===== src/rtl/alu_arbiter.sv =====
// Two-requester round-robin front end for a shared combinational 32-bit ALU.
// Each accepted op goes through IDLE -> EXEC -> RESP and is returned with its requester ID.
module alu_arbiter #(
    parameter int DATA_W = 32
) (
    input  logic              i_clk,
    input  logic              i_rst_n,
    input  logic              i_req0_valid,
    input  logic              i_req1_valid,
    output logic              o_req0_ready,
    output logic              o_req1_ready,
    input  logic [DATA_W-1:0] i_req0_x,
    input  logic [DATA_W-1:0] i_req1_x,
    input  logic [DATA_W-1:0] i_req0_y,
    input  logic [DATA_W-1:0] i_req1_y,
    input  logic [3:0]        i_req0_op,
    input  logic [3:0]        i_req1_op,
    output logic [DATA_W-1:0] o_op_x,
    output logic [DATA_W-1:0] o_op_y,
    output logic [3:0]        o_alu_ctrl,
    input  logic [DATA_W-1:0] i_alu_out,
    input  logic [3:0]        i_nzcv,
    output logic              o_rsp_valid,
    input  logic              i_rsp_ready,
    output logic              o_rsp_id,
    output logic [DATA_W-1:0] o_rsp_data,
    output logic [3:0]        o_rsp_nzcv,
    output logic              o_rsp_err
);

    typedef enum logic [1:0] {
        ST_IDLE = 2'd0,
        ST_EXEC = 2'd1,
        ST_RESP = 2'd2
    } state_t;

    state_t            r_state;
    state_t            w_state_next;
    logic              r_last_gnt;
    logic [3:0]        r_op;
    logic [DATA_W-1:0] r_op_x;
    logic [DATA_W-1:0] r_op_y;
    logic              r_rsp_id;
    logic [DATA_W-1:0] r_rsp_data;
    logic [3:0]        r_rsp_nzcv;
    logic              r_rsp_err;
    logic              w_gnt_valid;
    logic              w_gnt_id;
    logic              w_op_legal;

    function automatic logic f_is_onehot(input logic [3:0] v);
        return (v != 4'b0000) && ((v & (v - 4'd1)) == 4'b0000);
    endfunction

    assign w_op_legal = f_is_onehot(r_op);

    // Grant selection: a lone requester wins, a tie goes to the one not served last.
    always_comb begin
        w_gnt_valid = 1'b0;
        w_gnt_id    = 1'b0;
        if (r_state == ST_IDLE) begin
            if (i_req0_valid && i_req1_valid) begin
                w_gnt_valid = 1'b1;
                w_gnt_id    = ~r_last_gnt;
            end else if (i_req0_valid) begin
                w_gnt_valid = 1'b1;
                w_gnt_id    = 1'b0;
            end else if (i_req1_valid) begin
                w_gnt_valid = 1'b1;
                w_gnt_id    = 1'b1;
            end else begin
                w_gnt_valid = 1'b0;
                w_gnt_id    = 1'b0;
            end
        end else begin
            w_gnt_valid = 1'b0;
            w_gnt_id    = 1'b0;
        end
    end

    assign o_req0_ready = w_gnt_valid && (w_gnt_id == 1'b0);
    assign o_req1_ready = w_gnt_valid && (w_gnt_id == 1'b1);

    // Next-state logic and ALU control decode.
    always_comb begin
        w_state_next = r_state;
        o_alu_ctrl   = 4'b0000;
        case (r_state)
            ST_IDLE: begin
                if (w_gnt_valid) begin
                    w_state_next = ST_EXEC;
                end else begin
                    w_state_next = ST_IDLE;
                end
            end
            ST_EXEC: begin
                w_state_next = ST_RESP;
                if (w_op_legal) begin
                    o_alu_ctrl = r_op;
                end else begin
                    o_alu_ctrl = 4'b0000;
                end
            end
            ST_RESP: begin
                if (i_rsp_ready) begin
                    w_state_next = ST_IDLE;
                end else begin
                    w_state_next = ST_RESP;
                end
            end
            default: begin
                w_state_next = ST_IDLE;
            end
        endcase
    end

    // State and round-robin pointer; the pointer moves only on an accepted request.
    always_ff @(posedge i_clk or negedge i_rst_n) begin
        if (!i_rst_n) begin
            r_state    <= ST_IDLE;
            r_last_gnt <= 1'b1;
        end else begin
            r_state <= w_state_next;
            if (w_gnt_valid) begin
                r_last_gnt <= w_gnt_id;
            end
        end
    end

    // Operand latch on accept, result capture at the end of EXEC.
    always_ff @(posedge i_clk or negedge i_rst_n) begin
        if (!i_rst_n) begin
            r_op       <= 4'b0000;
            r_op_x     <= '0;
            r_op_y     <= '0;
            r_rsp_id   <= 1'b0;
            r_rsp_data <= '0;
            r_rsp_nzcv <= 4'b0000;
            r_rsp_err  <= 1'b0;
        end else begin
            case (r_state)
                ST_IDLE: begin
                    if (w_gnt_valid) begin
                        r_rsp_id <= w_gnt_id;
                        r_op_x   <= w_gnt_id ? i_req1_x  : i_req0_x;
                        r_op_y   <= w_gnt_id ? i_req1_y  : i_req0_y;
                        r_op     <= w_gnt_id ? i_req1_op : i_req0_op;
                    end
                end
                ST_EXEC: begin
                    if (w_op_legal) begin
                        r_rsp_data <= i_alu_out;
                        r_rsp_nzcv <= i_nzcv;
                        r_rsp_err  <= 1'b0;
                    end else begin
                        r_rsp_data <= '0;
                        r_rsp_nzcv <= 4'b0000;
                        r_rsp_err  <= 1'b1;
                    end
                end
                default: begin
                    r_rsp_data <= r_rsp_data;
                end
            endcase
        end
    end

    assign o_op_x      = r_op_x;
    assign o_op_y      = r_op_y;
    assign o_rsp_valid = (r_state == ST_RESP);
    assign o_rsp_id    = r_rsp_id;
    assign o_rsp_data  = r_rsp_data;
    assign o_rsp_nzcv  = r_rsp_nzcv;
    assign o_rsp_err   = r_rsp_err;

endmodule

===== config.mk =====
export PLATFORM = sky130hd
export DESIGN_NAME = alu_arbiter
export DESIGN_NICKNAME = d
export VERILOG_FILES = /design/src/rtl/alu_arbiter.sv
export SDC_FILE = /design/constraint.sdc
export NUM_CORES = 1
export LEC_CHECK = 0
export ABC_AREA = 1
export CAP_MARGIN = 10
export CORE_AREA = 2 2 124 126
export DETAILED_ROUTE_END_ITERATION = 8
export DIE_AREA = 0 0 126 128
export GPL_TIMING_DRIVEN = 0
export PLACE_DENSITY = 0.84
export RECOVER_POWER = 100
export REMOVE_ABC_BUFFERS = 1
export SYNTH_ARGS = -nofsm -noshare
export SYNTH_HDL_FRONTEND = slang
export SYNTH_SLANG_ARGS = --single-unit

===== constraint.sdc =====
create_clock -name i_clk -period 1.35 [get_ports i_clk]
set_clock_uncertainty 0.15 [all_clocks]
set_input_delay 0.27 -clock i_clk [delete_from_list [all_inputs] [get_ports i_clk]]
set_output_delay 0.27 -clock i_clk [all_outputs]
set_load 0.01 [all_outputs]

# Word level (Yosys, flattened, before mapping)
# Cells that the tools add are included.
[word_totals]
reg_bits = 109
latch_bits = 0
mem_bits_rw = 0
romBits = 0
in_bits = 177
word_cells = 41
n_memories = 0
[classes]
n_addsub = 1
mul = 0
div_mod_pow = 0
n_lt_le_gt_ge = 0
n_eq_ne = 2
shift = 0
muxes = 18
n_bitwise = 3
reduce_logical = 8
[ops]
columns = ["cell", "count"]
rows = [
  ["two-way mux 32 bit", 3],
  ["two-way mux 4 bit", 4],
  ["two-way mux 1 bit", 9],
  ["one-hot mux 2 bit (3 select lines)", 1],
  ["AND 4 bit", 1],
  ["logical AND 1 bit", 4],
  ["zero test 4 bit", 1],
  ["nonzero test 4 bit", 1],
  ["subtractor 4 x 1 -> 4 bit, second input constant", 1],
  ["== test 2 x 1 -> 1 bit, second input constant", 1],
  ["== test 2 bit, second input constant", 1],
  ["zero test 2 bit", 1],
  ["two-way mux 2 bit", 1],
  ["inverter 1 bit", 2],
  ["AND reduction 2 bit", 1],
]

# Logic depth before layout (Yosys ltp)
[logic_depth]
ltp_word = 6
mapped_depth = 8

# Worst setup path before layout
# No wires, ideal clock.
[synth_path]
path_type = "reg2out"
from = "register r_state[1]"
to = "output o_alu_ctrl[2]"
arrival_time_ns = 1.128
required_ns = 0.930
slack_ns = -0.198
path_stages_with_launch = 5
path_cell_list = "dfrtp_1 -> inv_1 -> nand2_2 -> buf_2 -> nor4_1"
[synth_between]
elab_chain_len = 2
[synth_rtl]
columns = ["item", "line_no", "text"]
rows = [
  ["start, declared", "37", "state_t r_state;"],
  ["start signal, assigned", "123", "r_state <= w_state_next;"],
  ["== test 2 x 1 -> 1 bit", "88", "case (r_state)"],
  ["two-way mux 4 bit", "88", ""],
  ["end, declared", "20", "output logic [3:0] o_alu_ctrl,"],
]
# Every way passes these cells.

# Final worst setup path
[layout_path]
from = "register r_op[1]"
to = "output o_alu_ctrl[0]"
[layout_between]
elab_chain_len = 6
elab_cells_between_ends = 7
cone_classes = "1 x add/sub; 2 x mux; 1 x bitwise; 3 x reduce/logical"
[layout_rtl]
columns = ["item", "line_no", "text"]
rows = [
  ["start, declared", "40", "logic [3:0] r_op;"],
  ["start signal, assigned", "147", "r_op <= w_gnt_id ? i_req1_op : i_req0_op;"],
  ["subtractor 4 x 1 -> 4 bit", "52", "return (v != 4'b0000) && ((v & (v - 4'd1)) == 4'b0000);"],
  ["AND 4 bit", "52", ""],
  ["zero test 4 bit", "52", ""],
  ["logical AND 1 bit (*)", "52", ""],
  ["two-way mux 4 bit (*)", "98", "if (w_op_legal) begin"],
  ["two-way mux 4 bit (*)", "88", ""],
]
# Every way passes the cells marked *; elsewhere a longest branch is shown, timed or not.

==> qor.log <==
[clock_network] number of sinks handled by clock tree synthesis 109
[setup_path] cell with the largest stage delay on the worst path sky130_fd_sc_hd__dfrtp_1
[run_status] status complete, but fails checks
[placed_design] DP Wirelength 11,000 um
[setup_path] Buf/Inv on CP 3
[timing] Final period util 148%
[min_path] Worst Hold Class primary input to asynchronous set/reset pin
[setup_path] crit end category output pin
[setup_path] critical-path maximum fanout 3
[cells_and_area] final-stage net count 1,192
[cells_and_area] leading cell types in the layout, fill and taps excluded sky130_fd_sc_hd__clkdlybuf4s50_1, sky130_fd_sc_hd__nand2_1, sky130_fd_sc_hd__dfrtp_1
[setup_path] critical path's largest stage delay 0.43 ns
[die] Initial Utilization 34.1%
[setup_path] critical setup path kind register to output pin
[cells_and_area] Layout fillers 1,033
[cells_and_area] Syn-to-layout area delta 106%
[cells_and_area] leading cell type in the layout, fill and taps excluded sky130_fd_sc_hd__clkdlybuf4s50_1
[setup_path] critical path data arrival time 1.58 ns
[cells_and_area] fraction of final layout cells with drive strength greater than 1 41.0%
[logic_synthesis] syn avg cell area 7.82 um2
[setup_path] critical path startpoint category register
[clock_network] clock-pin slew reported for the worst setup and hold paths after clock tree synthesis 0.08 ns
[timing] setup repair after global routing missed its margin true
[setup_path] cell occurring most often along the worst timing path sky130_fd_sc_hd__nand2_4
[global_routing] overflow left after global routing 0
[clock_network] Clk Latency, worst-skew pair 0.35 ns
[logic_synthesis] number of synthesis warnings 0
[logic_synthesis] cell area after synthesis 5070 um2
[drt] iteration count of the initial detailed-routing pass 4
[global_routing] antenna violations before repair 0
[global_routing] gr usage total 28.6%
[timing] Slew headroom 46.3%
[clock_network] TritonCTS clock tree built
[timing] number of hold violations in the final report 53
[drt] via/cell ratio 5.28
[placed_design] I/O Buffers 285
[timing] number of pins exceeding their max-slew limit in the final report 0
[drt] Met3 Routed Length 2180 um
[clock_network] clock root buffer sky130_fd_sc_hd__clkbuf_16
[timing] Fin Hold WS -0.138 ns
[die] site row count 45
[global_routing] largest net degree at the start of global routing 56
[drt] routed metal-1 wire length 9280 um
[power] P per Cell Area 2390 nW/um2
[die] area of the core region 14,900 um2
[die] Boundary Pins 286
[cells_and_area] final instance count without filler cells 1,208
[logic_synthesis] cell accounting for the most synthesized area sky130_fd_sc_hd__dfrtp_1
[timing] Final Worst Setup Slack -0.651 ns
[setup_path] CP top delay family flip-flops
[logic_synthesis] top cells by area, synth sky130_fd_sc_hd__dfrtp_1, sky130_fd_sc_hd__nand3_1, sky130_fd_sc_hd__nand2_1
[timing] Max Freq 500 MHz
[logic_synthesis] Netlist cell types 18
[power] peak supply drop 1070 uV
[cells_and_area] area taken by flip-flops and latches 2730 um2
[drt] count of vias placed by the detailed router 6,379
[drt] final wirelength 25,700 um
[drt] number of design rule violations left after detail routing 0
[logic_synthesis] gate count of the mapped netlist 648
[drt] highest routed metal layer met4
[timing] slew at the pin closest to its max-slew limit 0.805 ns
[clock_network] Clock Tree Buf Depth 2
[drt] initial drt markers 374
[clock_network] total clock buffers created by CTS 9
[timing] final total negative setup slack -39.60 ns
[drt] met2 wire len 13,200 um
[timing] setup violators final 115
[die] Vert. Die Dim 128 um
[timing] final critical path time including I/O delays and setup 2.00 ns
[drt] routed len/inst 21.3 um
[placed_design] cell area after placement 8050 um2
[placed_design] weighted congestion at the end of routability-driven global placement 0.755
[drt] remaining number of nets flagged by the antenna check after routing 0
[logic_synthesis] Yosys reg bits 109
[clock_network] Max H-tree Level 3
[cells_and_area] total area of multi-input combinational cells 3220 um2
[logic_synthesis] share of synthesized area occupied by flip-flops and latches 53.8%
[die] Die Footprint 16,100 um2
[flow_run] Max Cap Violations 0
[power] overall power of the completed layout 24,900 uW
[global_routing] vias in the first global route 6,326
[logic_synthesis] area fraction of the dominant cell type after synthesis 53.3%
[cells_and_area] number of antenna cells inserted 0
[placed_design] # placed instances 1,082
[global_routing] wire length of the first global-routing pass 35,200 um
[setup_path] worst path required time 0.93 ns
[die] width of the die 126 um
[power] cell leakage power 0.00515 uW
[cells_and_area] post-layout instance area 10,400 um2
[run_status] violations in the final reports hold timing, setup timing
[setup_path] CP Cell Sequence buf_4, nand2_4, nand2_4, nand2_4, buf_16, nand3_4, nor2_4, buf_6
## through the flow
stage / utilization, % / setup slack (ns)
4_1_cts: 64.2 / -0.562
5_1_grt: 70.1 / -0.681
2_1_floorplan: - / -0.780
6_report: 70.1 / -0.651
3_5_place_dp: 54.1 / -1.86
3_3_place_gp: 53.3 / -4.46
## cell usage after synthesis, drive strengths merged
| library cell | n |
|---|---|
| nor4 | 2 |
| nor2 | 41 |
| nand3 | 175 |
| o21ai | 1 |
| clkbuf | 10 |
| dfrtp | 108 |
| inv | 47 |
| buf | 34 |
| nand2 | 229 |
| dfstp | 1 |
## area by class of cell
type / count / area share (%)
Sequential cell: 109 / 26.2
Clock inverter: 5 / 0.360
Multi-Input combinational cell: 463 / 30.9
Tap cell: 188 / 2.26
Inverter: 47 / 1.99
Timing Repair Buffer: 371 / 33.8
Clock buffer: 11 / 2.23
Timing Repair inverter: 14 / 2.24
## final timing paths
kind	end	slack (ns)	cells after the start	start
hold reg to reg	o_rsp_data[24]$_DFFE_PN0P_	0.33	2	o_rsp_data[24]$_DFFE_PN0P_
setup / recovery	o_alu_ctrl[0]	-0.65	8	r_op[1]$_DFFE_PN0P_
hold / removal	o_rsp_data[8]$_DFFE_PN0P_	-0.14	1	i_rst_n
setup reg to reg	o_rsp_data[18]$_DFFE_PN0P_	-0.46	11	r_op[0]$_DFFE_PN0P_
max in group asynchronous	o_op_y[7]$_DFFE_PN0P_	0.18	2	i_rst_n
min in group i_clk	o_op_y[5]$_DFFE_PN0P_	0.33	3	i_req1_y[5]
## power by group
group | total (uW) | leakage, uW | switching [uW] | internal (uW)
clock network | 2550 | 0.000126 | 1280 | 1260
registers | 5780 | 0.00136 | 1010 | 4780
logic | 16600 | 0.00367 | 9090 | 7470
## kinds of logic (layout without fill, tap and decap cells)
logic type,count (synthesis),count (layout),synth area share (%)
AND/OR/NAND/NOR,447,462,38.0
AO/OA/AOI/OAI,1,1,0.0986
buffers and inverters,91,448,8.10
flip-flops,109,109,53.8
## layer usage
| layer | up-vias | global-route usage, % |
|---|---|---|
| li1 | 2831 | - |
| met1 | 3096 | 33.7 |
| met2 | 381 | 49.9 |
| met3 | 71 | 6.01 |
| met4 | 0 | 13.6 |
| met5 | - | 0 |
## flip-flops by register name (all words and copies together), names as in the netlist
register	cells
o_op_x	32
r_last_gnt	1
o_rsp_id	1
o_rsp_nzcv	4
r_state	2
o_rsp_data	32
r_op	4
o_op_y	32
o_rsp_err	1
## what timing repair did
action / 4_1_cts / 5_1_grt
gates cloned: 33 / 8
setup buffers: 55 / 21
pin swaps: 51 / 55
endpoints found under the hold margin: 53 / 53
endpoints found under the setup margin: 218 / 122
resized for setup: 624 / 174
Power figures use the tool's default switching activity.
==> RTL edit 1, RTL diff (same settings) <==
Put one more register stage on the output `o_rsp_err`, with the module's reset. The value now appears one clock later. The other outputs are not delayed to match.
--- a/src/rtl/alu_arbiter.sv
+++ b/src/rtl/alu_arbiter.sv
@@ -171,6 +171,12 @@
     assign o_rsp_id    = r_rsp_id;
     assign o_rsp_data  = r_rsp_data;
     assign o_rsp_nzcv  = r_rsp_nzcv;
-    assign o_rsp_err   = r_rsp_err;
+    always_ff @(posedge i_clk or negedge i_rst_n) begin
+        if (!i_rst_n) begin
+            o_rsp_err <= '0;
+        end else begin
+            o_rsp_err <= r_rsp_err;
+        end
+    end
 
 endmodule
Behaviour: not the same (Yosys sat finds a counterexample within 4 cycles, from zero or initial values and one cycle with i_rst_n low).
==> RTL edit 1 against the unedited design <==
  * The run ends with setup timing left
  * Critical path depth is the same
  * Sequential cell count grew 1
  * Via count grew 2.2%
  * Sequential power grew 4.0%
  * Synthesized area grew 0.49%
  * Wire length grew 5.4%
  * Power grew 2.8%
  * Cell area grew 4.5%
  * Setup slack gained 0.0023 ns
  * Final cell count grew 0.50%
  * Critical path type unchanged
  * Highest routed layer unchanged
==> RTL edit 1: results (changes against the unedited design) <==
stage	metric	value	unit	change
logic_synthesis	synth_common_cells	nand2_1, nand3_1, dfrtp_1		
global_routing	grt.total_usage	26.8	%	-1.8 points
critical_path	r2r_cells	8		-3
logic_synthesis	ys_async_sr_fraction	100	%	unchanged
timing	setup_ws	-0.649	ns	+0.00229 ns
power_and_ir_drop	intPower	14.0	mW	+3.7%
status	run_status	finished with violations		
critical_path	r2r_setup_slack	-0.40	ns	+0.06 ns
logic_synthesis	synth_compound_area_share	0.0983	%	-0.00049 points
critical_path	crit_slowest_cell	dfrtp_1		
place	placed_cells	1083		+0.092%
detailed_routing	vias_per_cell	5.37		+1.7%
power_and_ir_drop	ir_worst_vdd	1.03	mV	-3.8%
critical_path	critPathLaunch	r_op[0]		
worst_hold_path	hold_path_end	o_rsp_err		
layout	drive_above_1_share	41.5	%	+0.54 points
place	hpwlAfterDp	11.6	mm	+4.8%
critical_path	endpoint	o_alu_ctrl[1]		
detailed_routing	routed_wl	27.1	mm	+5.4%
detailed_routing	drt_first_pass_iters	4		unchanged
critical_path	cp_max_fo	4		+1
critical_path	crit_family	simple AND/OR/NAND/NOR gates		
logic_synthesis	syn_avg_cell_area	7.85	sq um	+0.34%
critical_path	crit_path_max_incr_delay	0.41	ns	-0.02 ns
worst_hold_path	min_path_type	reg2reg		
critical_path	r2r-end	o_op_x[27]		
global_routing	grt_start_max_net_pins	58		+3.6%
global_routing	grt_pass1_vias	6106		-3.5%
logic_synthesis	synth_mux_area_share	0	%	unchanged
power_and_ir_drop	p_leak	5.61	nW	+8.8%
timing	finalSetupViolCount	176		+53%
clocking	clk_latency	0.36	ns	
clocking	clockRootBuffer	clkbuf_16		
clocking	path_clk_slew	0.07	ns	
logic_synthesis	synth_flop_cell	dfrtp_1		
place	gp_congestion	0.777		+3.0%
critical_path	r2r-start	r_state[0]		
place	placement.cell_area	0.00807	sq mm	+0.36%
layout	finalNetCount	1200		+0.67%
global_routing	grt_pass1_wl	33.1	mm	-5.9%
logic_synthesis	ys_seq_area_share	54.1	%	+0.23 points
status	violations	setup timing		
clocking	cts_inserted_buffers	9		unchanged
detailed_routing	drt_iter0_drc	403		+7.8%
clocking	clock_path_buffers	2		unchanged
global_routing	antenna_found_initial	0		unchanged
timing	relSlewSlack	45.8	%	-0.58 points
detailed_routing	wire_per_inst	22.3	um	+4.9%
place	portBuffers	285		unchanged
logic_synthesis	synth_area_leaders	dfrtp_1, nand3_1, nand2_1		
logic_synthesis	synthAdderAreaFrac	0	%	unchanged
RTL edit 1: routing by layer:
metal | vias to the layer above | part of all wire [%] | global-route usage, %
met5 | - | 0 | 0
met2 | 423 | 53 | 47.6
li1 | 2833 | - | -
met1 | 3184 | 35 | 31.4
met3 | 80 | 8.7 | 6.80
met4 | 0 | 3.9 | 9.76
RTL edit 1: area by class of cell:
type                            instances  area (sq um)
Multi-Input combinational cell        462          3270
Tap cell                              188           235
Inverter                               47           218
Fill cell                             952          3970
Clock inverter                          3          45.0
Timing Repair Buffer                  382          3900
Clock buffer                           11           253
Timing Repair inverter                 11           224
Sequential cell                       110          2760
RTL edit 1: power groups by stage:
stage | clock (mW) | combinational [mW] | sequential (mW)
global placement | 0 | 8.62 | 5.63
detailed placement | 0 | 9.28 | 5.68
CTS | 2.80 | 12.5 | 5.67
finish | 2.79 | 16.8 | 6.01
global route | 2.92 | 17.6 | 6.14
floorplan | 0 | 3.47 | 6.27
RTL edit 1: logic make-up (layout without fill, tap and decap cells):
family,Yosys count,count (layout)
and+or+nand+nor,447,461
DFF,110,110
buffers and inverters,91,454
AOI/OAI and AO/OA,1,1
RTL edit 1: through the flow:
step | power, mW | worst slack (ns) | hold slack (ns) | TNS [ns]
final | 25.6 | -0.649 | 0.243 | -39.21
after global routing | 26.7 | -0.720 | 0.251 | -58.85
after CTS | 20.9 | -0.539 | 0.241 | -54.44
after detailed placement | 15.0 | -1.84 | 0.122 | -146.25
after global placement | 14.3 | -4.55 | 0.211 | -666.37
after floorplan | 9.74 | -0.780 | -0.176 | -68.18
RTL edit 1: what timing repair did:
item | in CTS | in global routing
pin swaps | 12 | 132
hold buffers | 1 | 0
setup buffers | 36 | 44
gates cloned | 22 | 19
setup endpoints to repair | 218 | 238
hold endpoints to repair | 52 | 0
resized for setup | 261 | 423
==> RTL edit 2, RTL diff (config.mk and constraints unchanged) <==
Made on the original files. Change the parameter `DATA_W` from 32 to 16.
--- a/src/rtl/alu_arbiter.sv
+++ b/src/rtl/alu_arbiter.sv
@@ -1,7 +1,7 @@
 // Two-requester round-robin front end for a shared combinational 32-bit ALU.
 // Each accepted op goes through IDLE -> EXEC -> RESP and is returned with its requester ID.
 module alu_arbiter #(
-    parameter int DATA_W = 32
+    parameter int DATA_W = 16
 ) (
     input  logic              i_clk,
     input  logic              i_rst_n,
Interface: changed (8 resized); port bits go from 286 to 158. No check against the original RTL was run, so the function may have changed too.
==> RTL edit 2 against the unedited design <==
  * The run ends with setup timing left
  * Synthesized cell count is 50% lower
  * Clock power is 20% lower
  * Wire length is 50% lower
  * Non-clock buffer count is 180 lower
  * Maximum frequency is 9.6% higher
  * First-iteration DRC count is 78% lower
  * Cell area is 48% lower
  * Combinational power is 57% lower
  * Power is 50% lower
  * Setup slack better by 0.17 ns
  * Sequential cell count is 48 lower
  * Utilization is 34 points lower
  * Synthesized area is 46% lower
  * Critical path type unchanged
  * Critical endpoint is now o_req0_ready
  * Largest power group unchanged
  * Highest routed layer unchanged
==> RTL edit 2: results (changes against the unedited design) <==
stage	metric	value	unit	change
clocking	clock_path_buffers	2		unchanged
detailed_routing	routed_wl	12.7	mm	-50%
worst_hold_path	hold_depth	2		
global_routing	antenna_found_initial	0		unchanged
logic_synthesis	synth_common_cells	nand2_1, nand3_1, dfrtp_1		
critical_path	r2r-end	o_op_x[6]		
place	hpwlAfterDp	6.04	mm	-45%
clocking	path_clk_slew	0.05	ns	-0.03 ns
critical_path	crit_family	flip-flops		
logic_synthesis	synth_area_leaders	dfrtp_1, nand2_1, nand3_1		
layout	diodes	0		unchanged
global_routing	grt_pass1_wl	17.6	mm	-50%
power_and_ir_drop	ir_worst_vdd	1.05	mV	-1.8%
logic_synthesis	synth_mux_area_share	0	%	unchanged
timing	relSlewSlack	61.3	%	+15 points
status	violations	setup timing		
clocking	clockRootBuffer	clkbuf_16		
clocking	htree_levels	3		unchanged
logic_synthesis	ys_seq_area_share	56.1	%	+2.3 points
critical_path	cp.arrival	1.41	ns	-0.17 ns
detailed_routing	vias	3150		-51%
critical_path	crit_path_max_incr_delay	0.43	ns	about the same
logic_synthesis	synth_compound_area_share	0.552	%	+0.45 points
critical_path	r2r_cells	9		-2
layout	n_fill_cell	1544		+49%
timing	finalSetupViolCount	62		-46%
timing	fin_tns_setup	-12.90	ns	+26.69 ns
layout	drive_above_1_share	32.6	%	-8.4 points
clocking	clk_latency	0.33	ns	-0.02 ns
detailed_routing	drt_first_pass_iters	5		+1
status	run_status	finished with violations		
place	pre_cts_ws	-2.01	ns	-0.149 ns
critical_path	r2r_setup_slack	-0.34	ns	+0.12 ns
logic_synthesis	ys_async_sr_fraction	100	%	unchanged
timing	hold_viol	0		-100%
detailed_routing	drt_iter0_drc	81		-78%
layout	finalNetCount	624		-48%
critical_path	cp_max_fo	4		+1
global_routing	grt_start_max_net_pins	62		+11%
place	gp_congestion	0.691		-8.4%
worst_hold_path	min_path_type	reg2reg		
critical_path	r2r-start	r_state[0]		
timing	setup_ws	-0.476	ns	+0.175 ns
power_and_ir_drop	p_leak	2.52	nW	-51%
place	placement.cell_area	0.00442	sq mm	-45%
logic_synthesis	synthDistinctLibCells	16		-2
place	portBuffers	157		-45%
global_routing	grt.total_usage	14.7	%	-14 points
critical_path	crit_slowest_cell	dfrtp_2		
## RTL edit 2: changes by cell type after synthesis, moves of 8 or more
cell	change
buf_2	-14
clkbuf_1	-8
dfrtp_1	-48
inv_1	-37
nand2_1	-99
nand3_1	-82
nor2_1	-31
## RTL edit 2: worst max-delay path by stage
stage          startpoint             to  slack [ns]  cells after the start
2_1_floorplan  r_state[1]  o_alu_ctrl[0]       -0.77                      5
3_3_place_gp      i_rst_n     o_op_x[10]       -2.20                      1
3_5_place_dp   r_state[1]  o_alu_ctrl[0]       -2.01                      6
4_1_cts           r_op[0]  o_alu_ctrl[1]       -0.46                      6
5_1_grt        r_state[0]   o_req0_ready       -0.53                      5
6_report       r_state[0]   o_req0_ready       -0.48                      5
## RTL edit 2: kinds of logic after synthesis
family	Yosys count
flops	61
simple gates	233
compound gates	3
buf+inv	30
## RTL edit 2: where the power goes
group | switching, mW | internal [mW]
combinational | 4.11 | 3.01
sequential | 0.556 | 2.69
clock | 0.818 | 1.23
## RTL edit 2: area by class of cell
| type | count | area share, % |
|---|---|---|
| Timing Repair Buffer | 191 | 31.3 |
| Sequential cell | 61 | 28.5 |
| Multi-Input combinational cell | 245 | 27.1 |
| Tap cell | 188 | 4.38 |
| Clock buffer | 11 | 4.33 |
| Timing Repair inverter | 9 | 2.70 |
| Inverter | 10 | 1.12 |
| Clock inverter | 4 | 0.489 |
## RTL edit 2: tightest hold or removal path: cells and delay by family (launching register included)
kind | cells | cell delay (ns)
DFF | 1 | 0.33
and+or+nand+nor | 2 | 0.11
## RTL edit 2: repair_timing
item | 4_1_cts | 5_1_grt
setup endpoints to repair | 122 | 127
pin swaps | 13 | 18
resized for setup | 296 | 87
hold buffers | 1 | 0
endpoints found under the hold margin | 60 | 0
gates cloned | 11 | 9
setup buffers | 26 | 8
## RTL edit 2: routing by layer
layer / routed length, um / GRT usage, %
met1: 4930 / 16.6
met2: 6560 / 25.8
met3: 846 / 4.51
met4: 413 / 6.33
met5: 0 / 0
## RTL edit 2: metrics by stage
stage	util (%)	std cells	total power, mW	hold slack, ns
final	36.1	719	12.4	0.323
after global routing	36.1	719	13.3	0.343
after CTS	33.0	705	11.2	0.310
after detailed placement	29.7	653	7.93	0.259
after global placement	29.5	652	7.81	0.302
after floorplan	-	307	5.28	-0.176
